<file path="config.mk">
export PLATFORM = sky130hd
export DESIGN_NAME = vec_mem_sequencer
export DESIGN_NICKNAME = d
export VERILOG_FILES = /design/src/rtl/vec_mem_sequencer.sv
export SDC_FILE = /design/constraint.sdc
export NUM_CORES = 1
export LEC_CHECK = 0
export ABC_AREA = 1
export BUFFER_PORTS_ARGS = -buffer_cell sky130_fd_sc_hd__buf_2
export CORE_AREA = 2 2 207 209
export CTS_BUF_LIST = sky130_fd_sc_hd__clkbuf_8 sky130_fd_sc_hd__clkbuf_16
export DETAILED_ROUTE_END_ITERATION = 8
export DIE_AREA = 0 0 209 211
export PLACE_DENSITY_LB_ADDON = 0.25
export RECOVER_POWER = 100
export SETUP_SLACK_MARGIN = 0.5
export SLEW_MARGIN = 0
export SYNTH_ARGS = -nofsm -noshare
export SYNTH_HDL_FRONTEND = slang
export SYNTH_SLANG_ARGS = --single-unit
export TNS_END_PERCENT = 50
</file>
<file path="constraint.sdc">
create_clock -name clk -period 3.7 [get_ports clk]
set_input_delay 0.74 -clock clk [delete_from_list [all_inputs] [get_ports clk]]
set_output_delay 0.74 -clock clk [all_outputs]
set_load 0.02 [all_outputs]
</file>
<file path="src/rtl/vec_mem_sequencer.sv">
`default_nettype none
// ============================================================================
// Module   : vec_mem_sequencer
// Purpose  : Memory-stage controller that serializes a LANES-wide vector
//            load/store over the single-word data-memory port, one lane per
//            accepted beat. Scalar accesses share the port while idle.
//            The pipeline is stalled while a vector transfer owns the port.
// Ports    : clk, reset (async, active-low)
//            StartM/VecWriteM/BaseAddrM/StoreDataM - vector instruction in M
//            ScalarReqM/ScalarWeM/ScalarAddrM/ScalarWDataM/ScalarRDataM -
//              scalar memory access
//            MemReq/MemWe/MemAddr/MemWData/MemRData/MemReady - memory port
//            VecMemStallM - stall, VecDoneM - completion pulse,
//            LoadDataM - assembled load vector
// Revision : 1.0 - initial release
// ============================================================================
module vec_mem_sequencer #(
    parameter int LANES  = 4,
    parameter int DATA_W = 32,
    parameter int ADDR_W = 32
) (
    input  logic                      clk,
    input  logic                      reset,
    input  logic                      StartM,
    input  logic                      VecWriteM,
    input  logic [ADDR_W-1:0]         BaseAddrM,
    input  logic [LANES*DATA_W-1:0]   StoreDataM,
    input  logic                      ScalarReqM,
    input  logic                      ScalarWeM,
    input  logic [ADDR_W-1:0]         ScalarAddrM,
    input  logic [DATA_W-1:0]         ScalarWDataM,
    output logic [DATA_W-1:0]         ScalarRDataM,
    output logic                      MemReq,
    output logic                      MemWe,
    output logic [ADDR_W-1:0]         MemAddr,
    output logic [DATA_W-1:0]         MemWData,
    input  logic [DATA_W-1:0]         MemRData,
    input  logic                      MemReady,
    output logic                      VecMemStallM,
    output logic                      VecDoneM,
    output logic [LANES*DATA_W-1:0]   LoadDataM
);

    localparam int LANE_W = (LANES > 1) ? $clog2(LANES) : 1;
    localparam int BYTES  = DATA_W / 8;

    typedef enum logic [1:0] {
        IDLE   = 2'd0,
        ACCESS = 2'd1,
        DONE   = 2'd2
    } state_t;

    state_t                    state;
    state_t                    state_next;
    logic [LANE_W-1:0]         lane;
    logic [ADDR_W-1:0]         base;
    logic                      is_write;
    logic [LANES*DATA_W-1:0]   store_data;
    logic [LANES*DATA_W-1:0]   load_data;

    logic                      last_lane;
    logic [ADDR_W-1:0]         lane_addr;
    logic [DATA_W-1:0]         lane_wdata;

    assign last_lane  = (lane == LANE_W'(LANES - 1));
    // Byte address of the current lane; the add wraps naturally at ADDR_W.
    assign lane_addr  = base + (ADDR_W'(lane) * ADDR_W'(BYTES));
    assign lane_wdata = store_data[lane*DATA_W +: DATA_W];

    assign ScalarRDataM = MemRData;
    assign LoadDataM    = load_data;

    // State register
    always_ff @(posedge clk or negedge reset) begin
        if (!reset) begin
            state <= IDLE;
        end else begin
            state <= state_next;
        end
    end

    // Transfer context: latched on start, lane advance and load capture
    always_ff @(posedge clk or negedge reset) begin
        if (!reset) begin
            lane       <= '0;
            base       <= '0;
            is_write   <= 1'b0;
            store_data <= '0;
            load_data  <= '0;
        end else begin
            case (state)
                IDLE: begin
                    if (StartM) begin
                        base       <= BaseAddrM;
                        is_write   <= VecWriteM;
                        store_data <= StoreDataM;
                        lane       <= '0;
                        if (!VecWriteM) begin
                            load_data <= '0;
                        end
                    end
                end
                ACCESS: begin
                    if (MemReady) begin
                        if (!is_write) begin
                            load_data[lane*DATA_W +: DATA_W] <= MemRData;
                        end
                        if (!last_lane) begin
                            lane <= lane + LANE_W'(1);
                        end
                    end
                end
                default: begin
                end
            endcase
        end
    end

    // Next state and port muxing
    always_comb begin
        state_next   = state;
        MemReq       = 1'b0;
        MemWe        = 1'b0;
        MemAddr      = '0;
        MemWData     = '0;
        VecMemStallM = 1'b0;
        VecDoneM     = 1'b0;
        case (state)
            IDLE: begin
                MemAddr  = ScalarAddrM;
                MemWData = ScalarWDataM;
                if (StartM) begin
                    // Vector wins over a coincident scalar request.
                    VecMemStallM = 1'b1;
                    state_next   = ACCESS;
                end else begin
                    MemReq = ScalarReqM;
                    MemWe  = ScalarWeM;
                end
            end
            ACCESS: begin
                VecMemStallM = 1'b1;
                MemReq       = 1'b1;
                MemWe        = is_write;
                MemAddr      = lane_addr;
                MemWData     = lane_wdata;
                if (MemReady && last_lane) begin
                    state_next = DONE;
                end
            end
            DONE: begin
                // StartM is still high here for the same instruction; ignore it.
                VecDoneM   = 1'b1;
                state_next = IDLE;
            end
            default: begin
                state_next = IDLE;
            end
        endcase
        // While reset is asserted the port is silent even if scalar inputs are active.
        if (!reset) begin
            MemReq       = 1'b0;
            MemWe        = 1'b0;
            MemAddr      = '0;
            MemWData     = '0;
            VecMemStallM = 1'b0;
            VecDoneM     = 1'b0;
        end
    end

endmodule
`default_nettype wire

</file>
; ---- After elaboration in Yosys (flattened, before gate mapping)
; Index checks and enable logic that the tools add are counted.
[word_totals]
regBits = 293
word_cells = 56
out_inout_bits = 228
input_bits = 263
[op_classes]
muxes = 28
n_shift = 3
n_eq_ne = 9
reduce_logical = 7
add_sub_neg = 3
[ops]
columns = operator, n
row1 = 2-to-1 mux 128 bit, 4
row2 = case mux 128 bit (2 select lines), 1
row3 = bitwise mux 128 bit, 1
row4 = case mux 32 bit (2 select lines), 2
row5 = variable shift 32 x 34 -> 128 bit (first input constant), 1
row6 = indexed part select 128 x 8 -> 32 bit, 1
row7 = indexed part select 32 x 34 -> 128 bit, 1
row8 = 2-to-1 mux 32 bit, 2
row9 = negator 7 -> 34 bit, 1
row10 = adder 32 x 4 -> 32 bit, 1
row11 = != test 2 bit (second input constant), 6
row12 = 2-to-1 mux 2 bit, 5
row13 = 2-to-1 mux 1 bit, 8
row14 = case mux 2 bit (2 select lines), 2
row15 = case mux 1 bit (2 select lines), 3
row16 = AND reduction 5 bit, 1
row17 = == test 2 bit (second input constant), 2
row18 = AND reduction 2 bit, 2
row19 = AND reduction 4 bit, 1
row20 = adder 2 x 1 -> 2 bit (second input constant), 1
row21 = == test 2 x 1 -> 1 bit (second input constant), 1
row22 = zero test 2 bit, 1
row23 = nonzero test 2 bit, 1
row24 = logical AND 1 bit, 1

; ---- Logic depth before layout (Yosys ltp)
; Gate-level depths: netlist (run 1).
[logic_depth]
depth_word = 6
mapped_depth = 12
mapped_depth_nobuf = 10

; ---- Least setup slack after synthesis (run 1)
; OpenSTA, ideal clock, no wires.
[synth_path]
path_kind = register to output
start = reg lane[0]
end = out MemAddr[12]
stages_incl_launch_ff = 10
n_path_buf = 0
slack_ns = 0.938
required_time_ns = 2.960
arrival_ns = 2.022
path_cell_list = dfrtp_1 > ha_1 > fa_1 > nand3_1 > inv_1 > nand2_1 > nor2_1 > o21ai_0 > o21ai_0 > a21oi_1
[synth_via]
elab_chain_cells = 3
[synth_lines]
columns = element, line_no
row1 = start: declaration, 55  ; logic [LANE_W-1:0] lane;
row2 = start signal: assignment, 109  ; lane <= lane + LANE_W'(1);
row3 = adder 32 x 4 -> 32 bit, 67  ; assign lane_addr = base + (ADDR_W'(lane) * ADDR_W'(BYTES));
row4 = case mux 32 bit (2 select lines), 128  ; case (state)
row5 = 2-to-1 mux 32 bit, 161  ; if (!reset) begin
row6 = end: declaration, 35  ; output logic [ADDR_W-1:0] MemAddr,
; No other way between the ends.

; ---- Worst setup path after layout (run 1)
[layout_path]
start = reg lane[0]
end = out MemAddr[28]
; The elaborated chain is that of the path after synthesis.

==> impl_metrics.env, run 1 <==
export IMPL_power_per_cell_area_mw_per_mm2=792
export IMPL_crit_family="simple AND/OR/NAND/NOR gates"
export IMPL_drive_above_1_share_pct=16.7
export IMPL_worst_pin_slew_ps=2050
export IMPL_synth_top_area_share_pct=50.8
export IMPL_syn_nets=2168
export IMPL_cts_max_level=2
export IMPL_wire_per_inst_um=18.2
export IMPL_vdd_drop_max_mv=0.380
export IMPL_die_x_um=209
export IMPL_grt_pass1_vias=13779
export IMPL_drcViolationCount=0
export IMPL_yosys_top_cells_area="dfrtp_1 (51%), nand2_1 (20%), o21ai_1 (4.5%), nand3_1 (3.3%), nor2_1 (3.2%)"
export IMPL_hold_violations=0
export IMPL_cts_sink_count=293
export IMPL_first_iter_violations=1019
export IMPL_grt_setup_unrepaired="true"
export IMPL_antenna_found_initial=11
export IMPL_r2r_slack_ps=600
export IMPL_min_path_type="primary input to async pin"
export IMPL_critical_path_depth=11
export IMPL_placementRows=75
export IMPL_finalSetupViolations=0
export IMPL_cts_root_buf="clkbuf_16"
export IMPL_setup_worst_path_class="flip-flop to primary output"
export IMPL_worst_path_buf_inv=2
export IMPL_cts_tree="done"
export IMPL_tns_ps=0
export IMPL_maxCapViolations=4
export IMPL_vias=14358
export IMPL_final_common_cell="nand2_1"
export IMPL_final_cell_mix="nand2_1 (760), dfrtp_1 (292), buf_2 (270), clkbuf_1 (219), o21ai_0 (210)"
export IMPL_dr_pass1_iters=6
export IMPL_rr_startpoint="state[0]"
export IMPL_viasPerCell=5.02
export IMPL_clk_path_buf_depth=3
export IMPL_cp_required_ps=2960
export IMPL_grt_pass1_wl_mm=78.7
export IMPL_ant_nets=0
export IMPL_cts_clk_slew_worst_paths_ps=60
export IMPL_synth_seq_cells=293
export IMPL_core_sq_mm=0.0418
export IMPL_clock_fmax_ghz=0.306
export IMPL_failed_checks="max-capacitance violations, max-slew violations"
export IMPL_synth_top_area_cell="dfrtp_1"
export IMPL_path_cells="ha_4, fa_2, nand3_4, inv_4, nand2_4, nor2_1, nand2_1, nand2_1, nand3_1, a21oi_1, clkbuf_1"
export IMPL_fin_skew_ps=8.94
export IMPL_startpoint="lane[0]"
export IMPL_cp_common_cell="nand2_1"
export IMPL_min_period_over_period_pct=88.4
export IMPL_syn_area_sq_mm=0.0144
export IMPL_routabilityCongestion=0.880
export IMPL_die_h_um=211
export IMPL_arrival_ps=2530
export IMPL_p_leak_nw=8.66
export IMPL_io_pins=491
export IMPL_cp_end_kind="primary output"
export IMPL_ys_warn_count=0
export IMPL_crit_fanout=5
export IMPL_synth_cells=1897
export IMPL_max_slew_margin_pct=-36.9
export IMPL_dpl_cell_area_sq_mm=0.0171
export IMPL_die_area_sq_mm=0.0441
export IMPL_grtUsageTotal_pct=22.8
export IMPL_status="complete, but fails checks"
export IMPL_cp_slowest_stage_delay_ps=470
export IMPL_yosysSeqAreaShare_pct=50.8
export IMPL_clk_latency_ps=530
export IMPL_cp_slowest_cell="dfrtp_1"
export IMPL_ff2ff_path_depth=6
export IMPL_io_buffers=490
export IMPL_endpoint="MemAddr[28]"
export IMPL_r2r_end="store_data[78]"
export IMPL_start_util_pct=34.6
export IMPL_finalNetCount=2565
export IMPL_dp_hpwl_mm=34.8
export IMPL_area_growth_pct=25.6
export IMPL_grt_ovfl_total=0
export IMPL_fin_area_sq_mm=0.0181
export IMPL_cts_made_buffers=35
export IMPL_synthDistinctLibCells=29
export IMPL_final_max_slew_viol_count=418
export IMPL_grt_start_max_net_pins=178
export IMPL_fin_crit_ps=3270
export IMPL_startpoint_type="flip-flop"
export IMPL_syn_avg_cell_area_sq_um=7.62
export IMPL_wl_mm=52.1
[per-layer routing]
metal	global-route usage, %	wire [um]	vias to the layer above
li1	-	-	6922
met1	30.4	23000	6752
met2	38.0	24300	586
met3	4.04	3530	86
met4	6.77	1200	12
met5	0	74	-
[timing repair]
| item | 4_1_cts | 5_1_grt |
|---|---|---|
| gates resized for setup | 20 | 24 |
| endpoints found under the setup margin | 47 | 35 |
| pin swaps | 2 | 4 |
| gates cloned | 0 | 2 |
| hold buffers | 0 | 0 |
| hold endpoints to repair | 0 | 0 |
| setup buffers | 1 | 4 |
[synthesized netlist by cell type]
library cell and number:
clkbuf_1 88, nor2_1 124, nand2_1 761, inv_1 33
nand2_4 4, buf_1 10, a22oi_1 9, nor3_2 1
a21oi_1 64, clkinv_1 1, o21ai_1 129, nand3_1 94
nand2b_1 32, o21bai_1 3, buf_2 29, dfrtp_1 293
nand4_1 42, ha_1 7, nor3_1 2, o21ai_0 91
nor2_4 1, o22ai_1 32, or2_2 4, o22ai_4 1
buf_4 32, nor2_2 1, inv_2 7, clkinv_2 1
fa_1 1
[how the worst min path moves through the flow]
stage / start / endpoint
6_report: reset / base[22]
5_1_grt: reset / base[14]
4_1_cts: reset / base[14]
3_5_place_dp: store_data[76] / store_data[76]
3_3_place_gp: store_data[90] / store_data[90]
2_1_floorplan: reset / LoadDataM[0]
[worst register-to-register path, stage by stage (launching register included)]
cell	delay, ps
dfrtp_1	430
nor2_4	290
inv_1	130
nor2_4	100
clkbuf_4	1320
nand2_1	590
nand2_1	170
[area by class of cell]
class                      count  area, sq um
antenna                        6         15.0
sequential                   293         7330
fill                        4440        23600
clock buffer                  45         1040
multi-input combinational   1403         6290
inverter                      42          164
tap                          539          674
clock inverter                13         93.8
timing repair buffer         519         2530
[kinds of logic after synthesis]
kind of cell             synth area share (%)
buffers and inverters                    6.31
flip-flops                               50.8
AND/OR/NAND/NOR                          30.2
AO/OA/AOI/OAI                            12.0
adder cells (fa/ha/maj)                 0.745
[stage by stage]
step | power [mW] | hold slack (ps) | utilization [%] | instances | setup WS (ps)
after floorplan | 8.89 | 437 | - | 1897 | 938
after global placement | 10.9 | 449 | 40.9 | 2789 | 810
after detailed placement | 11.0 | 454 | 40.9 | 2789 | 753
after CTS | 14.5 | 59.7 | 43.9 | 2848 | 473
after global routing | 15.4 | 65.3 | 43.4 | 2858 | 245
final | 14.4 | 77.3 | 43.4 | 2860 | 428
[registers in the layout, summed over array words and instances, names as in the netlist]
signal and cells:
store_data 128, lane 2, base 32, state 2, LoadDataM 128, is_write 1
[power breakdown]
group	switching, mW	leakage, nW	total (mW)	internal [mW]
registers	0.736	3.82	5.01	4.27
clock network	1.36	0.578	3.39	2.03
logic	4.25	4.26	5.96	1.72
Note: power is estimated with default switching activity, not from simulation.
==> run 2, diff against run 1 <==
- SETUP_SLACK_MARGIN: 0.5 -> default
==> impl_metrics.env, run 2 (synthesized netlist as in run 1, its figures left out) <==
export IMPL_setup_worst_path_class="flip-flop to primary output"
export IMPL_dpl_cell_area_sq_mm=0.0171
export IMPL_hold_violations=0
export IMPL_area_growth_pct=23.9
export IMPL_grt_pass1_vias=13731
export IMPL_nFillCells=4449
export IMPL_tns_ps=0
export IMPL_clk_latency_ps=530
export IMPL_ff2ff_path_depth=8
export IMPL_vias=14339
export IMPL_cts_tree="done"
export IMPL_grt_start_max_net_pins=178
export IMPL_grt_setup_unrepaired="false"
export IMPL_cts_max_level=2
export IMPL_first_iter_violations=974
export IMPL_placementRows=75
export IMPL_wl_mm=51.1
export IMPL_maxCapViolations=4
export IMPL_regArea_sq_mm=0.00733
export IMPL_die_area_sq_mm=0.0441
export IMPL_r2r_end="LoadDataM[26]"
export IMPL_start_util_pct=34.6
export IMPL_max_slew_margin_pct=-34.5
export IMPL_r2r_slack_ps=500
export IMPL_finalNetCount=2558
export IMPL_grtUsageTotal_pct=22.8
export IMPL_finalSetupViolations=0
export IMPL_min_path_type="primary input to async pin"
export IMPL_core_sq_mm=0.0418
export IMPL_rr_startpoint="lane[0]"
export IMPL_die_h_um=211
export IMPL_p_leak_nw=8.57
export IMPL_status="complete, but fails checks"
export IMPL_grt_ovfl_total=0
export IMPL_fin_skew_ps=9.69
export IMPL_cts_hold_buf=0
export IMPL_startpoint_type="flip-flop"
export IMPL_ant_nets=0
export IMPL_clk_path_buf_depth=3
export IMPL_failed_checks="max-capacitance violations, max-slew violations"
export IMPL_worst_pin_slew_ps=2020
export IMPL_antenna_found_initial=11
export IMPL_grt_pass1_wl_mm=78.6
export IMPL_dp_hpwl_mm=34.8
export IMPL_vdd_drop_max_mv=0.397
export IMPL_holdWs_ps=75.8
export IMPL_power_per_cell_area_mw_per_mm2=789
export IMPL_fin_crit_ps=3460
export IMPL_min_period_over_period_pct=93.6
export IMPL_dr_pass1_iters=5
export IMPL_cp_end_kind="primary output"
export IMPL_drcViolationCount=0
export IMPL_final_max_slew_viol_count=418
export IMPL_multi_input_area_sq_mm=0.00620
export IMPL_die_x_um=209
export IMPL_viasPerCell=5.03
export IMPL_final_common_cell="nand2_1"
export IMPL_wire_per_inst_um=17.9
export IMPL_final_cell_mix="nand2_1 (760), dfrtp_1 (292), buf_2 (268), clkbuf_1 (220), o21ai_0 (211)"
export IMPL_fin_area_sq_mm=0.0179
export IMPL_clock_fmax_ghz=0.289
export IMPL_cp_required_ps=2960
export IMPL_drive_above_1_share_pct=15.8
export IMPL_io_buffers=490
export IMPL_arrival_ps=2720
export IMPL_routabilityCongestion=0.880
export IMPL_cts_clk_slew_worst_paths_ps=60
export IMPL_cts_sink_count=293
export IMPL_crit_fanout=36
export IMPL_cts_made_buffers=35
export IMPL_cts_root_buf="clkbuf_16"
export IMPL_io_pins=491
-- run 2: layout make-up --
type	count	area share [%]
Tap cell	539	3.77
Inverter	42	0.888
Clock inverter	13	0.524
Antenna cell	6	0.0839
Timing Repair Buffer	512	13.4
Multi-Input combinational cell	1403	34.6
Sequential cell	293	41.0
Clock buffer	45	5.79
-- run 2: where the power goes --
part | switching [mW] | total (mW) | internal [mW]
Sequential | 0.716 | 4.99 | 4.27
Combinational | 4.15 | 5.74 | 1.59
Clock | 1.36 | 3.39 | 2.03
Total | 6.23 | 14.1 | 7.89
-- run 2: how the worst max path moves through the flow --
stage	cells after the start	slack, ps	start	endpoint
after floorplan	9	940	lane[0]	MemAddr[12]
final	8	240	lane[1]	MemWData[29]
after global routing	8	30	lane[1]	MemWData[30]
after global placement	10	810	lane[0]	MemAddr[18]
after CTS	10	170	lane[0]	MemAddr[12]
after detailed placement	10	750	lane[0]	MemAddr[18]
-- run 2: layer usage --
layer | vias up | part of all wire, % | GRT usage [%] | wire length [um]
met5 | - | 0.14 | 0 | 74
met4 | 12 | 2.3 | 6.80 | 1160
met3 | 81 | 6.8 | 4.12 | 3460
met2 | 555 | 47 | 37.9 | 24100
met1 | 6774 | 44 | 30.3 | 22300
li1 | 6917 | - | - | -
-- run 2: repair_timing --
| item | CTS | global route |
|---|---|---|
| buffers inserted | 0 | 0 |
| endpoints found under the setup margin | 0 | 1 |
| resized for setup | 0 | 1 |
-- run 2: stage by stage --
| step | cells | worst slack [ps] | util [%] | power, mW |
|---|---|---|---|---|
| finish | 2853 | 236 | 42.9 | 14.1 |
| global route | 2851 | 33.5 | 42.9 | 15.2 |
| floorplan | 1897 | 938 | - | 8.89 |
| detailed placement | 2789 | 753 | 40.9 | 11.0 |
| CTS | 2847 | 174 | 43.6 | 14.5 |
| global placement | 2789 | 810 | 40.9 | 10.9 |
-- run 2: critical path, stage by stage (launching register included) --
cell      delay, ps
dfrtp_1         430
buf_4           310
inv_1           130
buf_4           390
o21ai_0         150
o22ai_1         140
nand2_1          90
a21oi_1         270
clkbuf_1        270
==> run 3, diff against run 2 <==
- PLACE_DENSITY: default -> 0.62
- PLACE_DENSITY_LB_ADDON: 0.25 -> default
==> impl_metrics.env, run 3 (synthesized netlist as in run 1, its figures left out) <==
export IMPL_dr_pass1_iters=5
export IMPL_power_per_cell_area_mw_per_mm2=800
export IMPL_dp_hpwl_mm=34.5
export IMPL_vias=14292
export IMPL_tns_ps=0
export IMPL_clk_latency_ps=530
export IMPL_rr_startpoint="state[1]"
export IMPL_wl_mm=50.6
export IMPL_io_pins=491
export IMPL_cts_max_level=2
export IMPL_path_cells="buf_4, o21ai_0, o22ai_1, a22oi_1, nor2_1, clkbuf_1"
export IMPL_endpoint="MemWData[25]"
export IMPL_placementRows=75
export IMPL_first_iter_violations=966
export IMPL_fin_crit_ps=3460
export IMPL_cts_clk_slew_worst_paths_ps=60
export IMPL_cp_slowest_cell="buf_4"
export IMPL_crit_fanout=74
export IMPL_final_cells=2854
export IMPL_cts_made_buffers=35
export IMPL_core_sq_mm=0.0418
export IMPL_ant_nets=0
export IMPL_grt_ovfl_total=0
export IMPL_crit_family="buffers and inverters"
export IMPL_grt_pass1_vias=13854
export IMPL_cts_setup_buffers=0
export IMPL_grt_pass1_wl_mm=78.4
export IMPL_fin_area_sq_mm=0.0180
export IMPL_drive_above_1_share_pct=16.2
export IMPL_die_h_um=211
export IMPL_drcViolationCount=0
export IMPL_status="complete, but fails checks"
export IMPL_io_buffers=490
export IMPL_critical_path_depth=6
export IMPL_ff2ff_path_depth=8
export IMPL_vdd_drop_max_mv=0.405
export IMPL_grtUsageTotal_pct=22.6
export IMPL_nFillCells=4430
export IMPL_clock_fmax_ghz=0.289
export IMPL_final_max_slew_viol_count=441
export IMPL_max_slew_margin_pct=-61.3
export IMPL_min_period_over_period_pct=93.6
export IMPL_viasPerCell=5.01
export IMPL_antenna_found_initial=10
export IMPL_min_path_type="primary input to async pin"
export IMPL_final_cell_mix="nand2_1 (760), dfrtp_1 (292), buf_2 (267), clkbuf_1 (212), o21ai_0 (210)"
export IMPL_final_common_cell="nand2_1"
export IMPL_cts_tree="done"
export IMPL_place_inst=2789
export IMPL_maxCapViolations=4
export IMPL_final_util_pct=43.1
export IMPL_cts_sink_count=293
export IMPL_r2r_slack_ps=330
export IMPL_dpl_cell_area_sq_mm=0.0171
export IMPL_finalNetCount=2558
export IMPL_p_leak_nw=8.63
export IMPL_cp_required_ps=2960
export IMPL_routabilityCongestion=0.874
export IMPL_worst_path_buf_inv=2
export IMPL_startpoint_type="flip-flop"
export IMPL_area_growth_pct=24.5
export IMPL_start_util_pct=34.6
export IMPL_cp_slowest_stage_delay_ps=690
export IMPL_r2r_end="LoadDataM[36]"
export IMPL_finalSetupViolations=0
export IMPL_cp_end_kind="primary output"
export IMPL_clk_path_buf_depth=3
export IMPL_setup_worst_path_class="flip-flop to primary output"
export IMPL_hold_violations=0
export IMPL_die_area_sq_mm=0.0441
export IMPL_cts_root_buf="clkbuf_16"
export IMPL_grt_start_max_net_pins=178
export IMPL_startpoint="lane[0]"
export IMPL_arrival_ps=2720
export IMPL_grt_setup_unrepaired="false"
export IMPL_failed_checks="max-capacitance violations, max-slew violations"
export IMPL_fin_skew_ps=9.63
export IMPL_die_x_um=209
export IMPL_worst_pin_slew_ps=2420
export IMPL_wire_per_inst_um=17.7
export IMPL_holdWs_ps=79.0
==> run 3: cell count changes in the layout (fill, tap and decap cells not counted), sizes merged <==
cell    before  now
buf        284  285
bufinv       1    4
clkbuf     273  271
clkinv       8    7
diode        6    5
inv         45   46
==> run 3: through the flow <==
step                setup WS (ps)  power, mW
floorplan                     938       8.89
finish                        237       14.4
global placement              719       11.0
CTS                          83.2       14.7
global route                 11.9       15.4
detailed placement            673       11.1
==> run 3: layout make-up <==
type	instances	area, sq um	area share [%]
repair buffers	512	2400	13.4
well taps	539	674	3.75
clock buffers	44	1020	5.69
inverters	42	161	0.898
diodes	5	12.5	0.0696
multi-input cells	1403	6190	34.4
flip-flops and latches	293	7330	40.8
clock inverters	16	179	0.995
==> run 3: power by group <==
part           total (mW)  switching (mW)  internal (mW)
logic                5.79            4.17           1.61
registers            5.00           0.730           4.27
clock network        3.60            1.38           2.22
==> run 3: worst min-delay path by stage <==
stage / start / to / slack, ps / cells past startpoint
finish: reset / store_data[23] / 80 / 1
global route: reset / store_data[25] / 70 / 1
CTS: reset / store_data[86] / 60 / 1
detailed placement: store_data[32] / store_data[32] / 450 / 2
global placement: store_data[77] / store_data[77] / 450 / 2
floorplan: reset / LoadDataM[0] / 440 / 0
==> run 3: layer usage <==
layer  global-route usage (%)  part of all wire (%)  wire length [um]  vias to the layer above
li1                         -                     -                 -                     6908
met1                     30.1                    44             22100                     6758
met2                     37.6                    47             23800                      538
met3                     4.22                   6.7              3400                       78
met4                     6.90                   2.2              1100                       10
met5                        0                  0.14                69                        -
==> run 3: what timing repair did <==
item	4_1_cts	5_1_grt
resized for setup	0	2
setup endpoints to repair	0	1
hold buffers	0	0
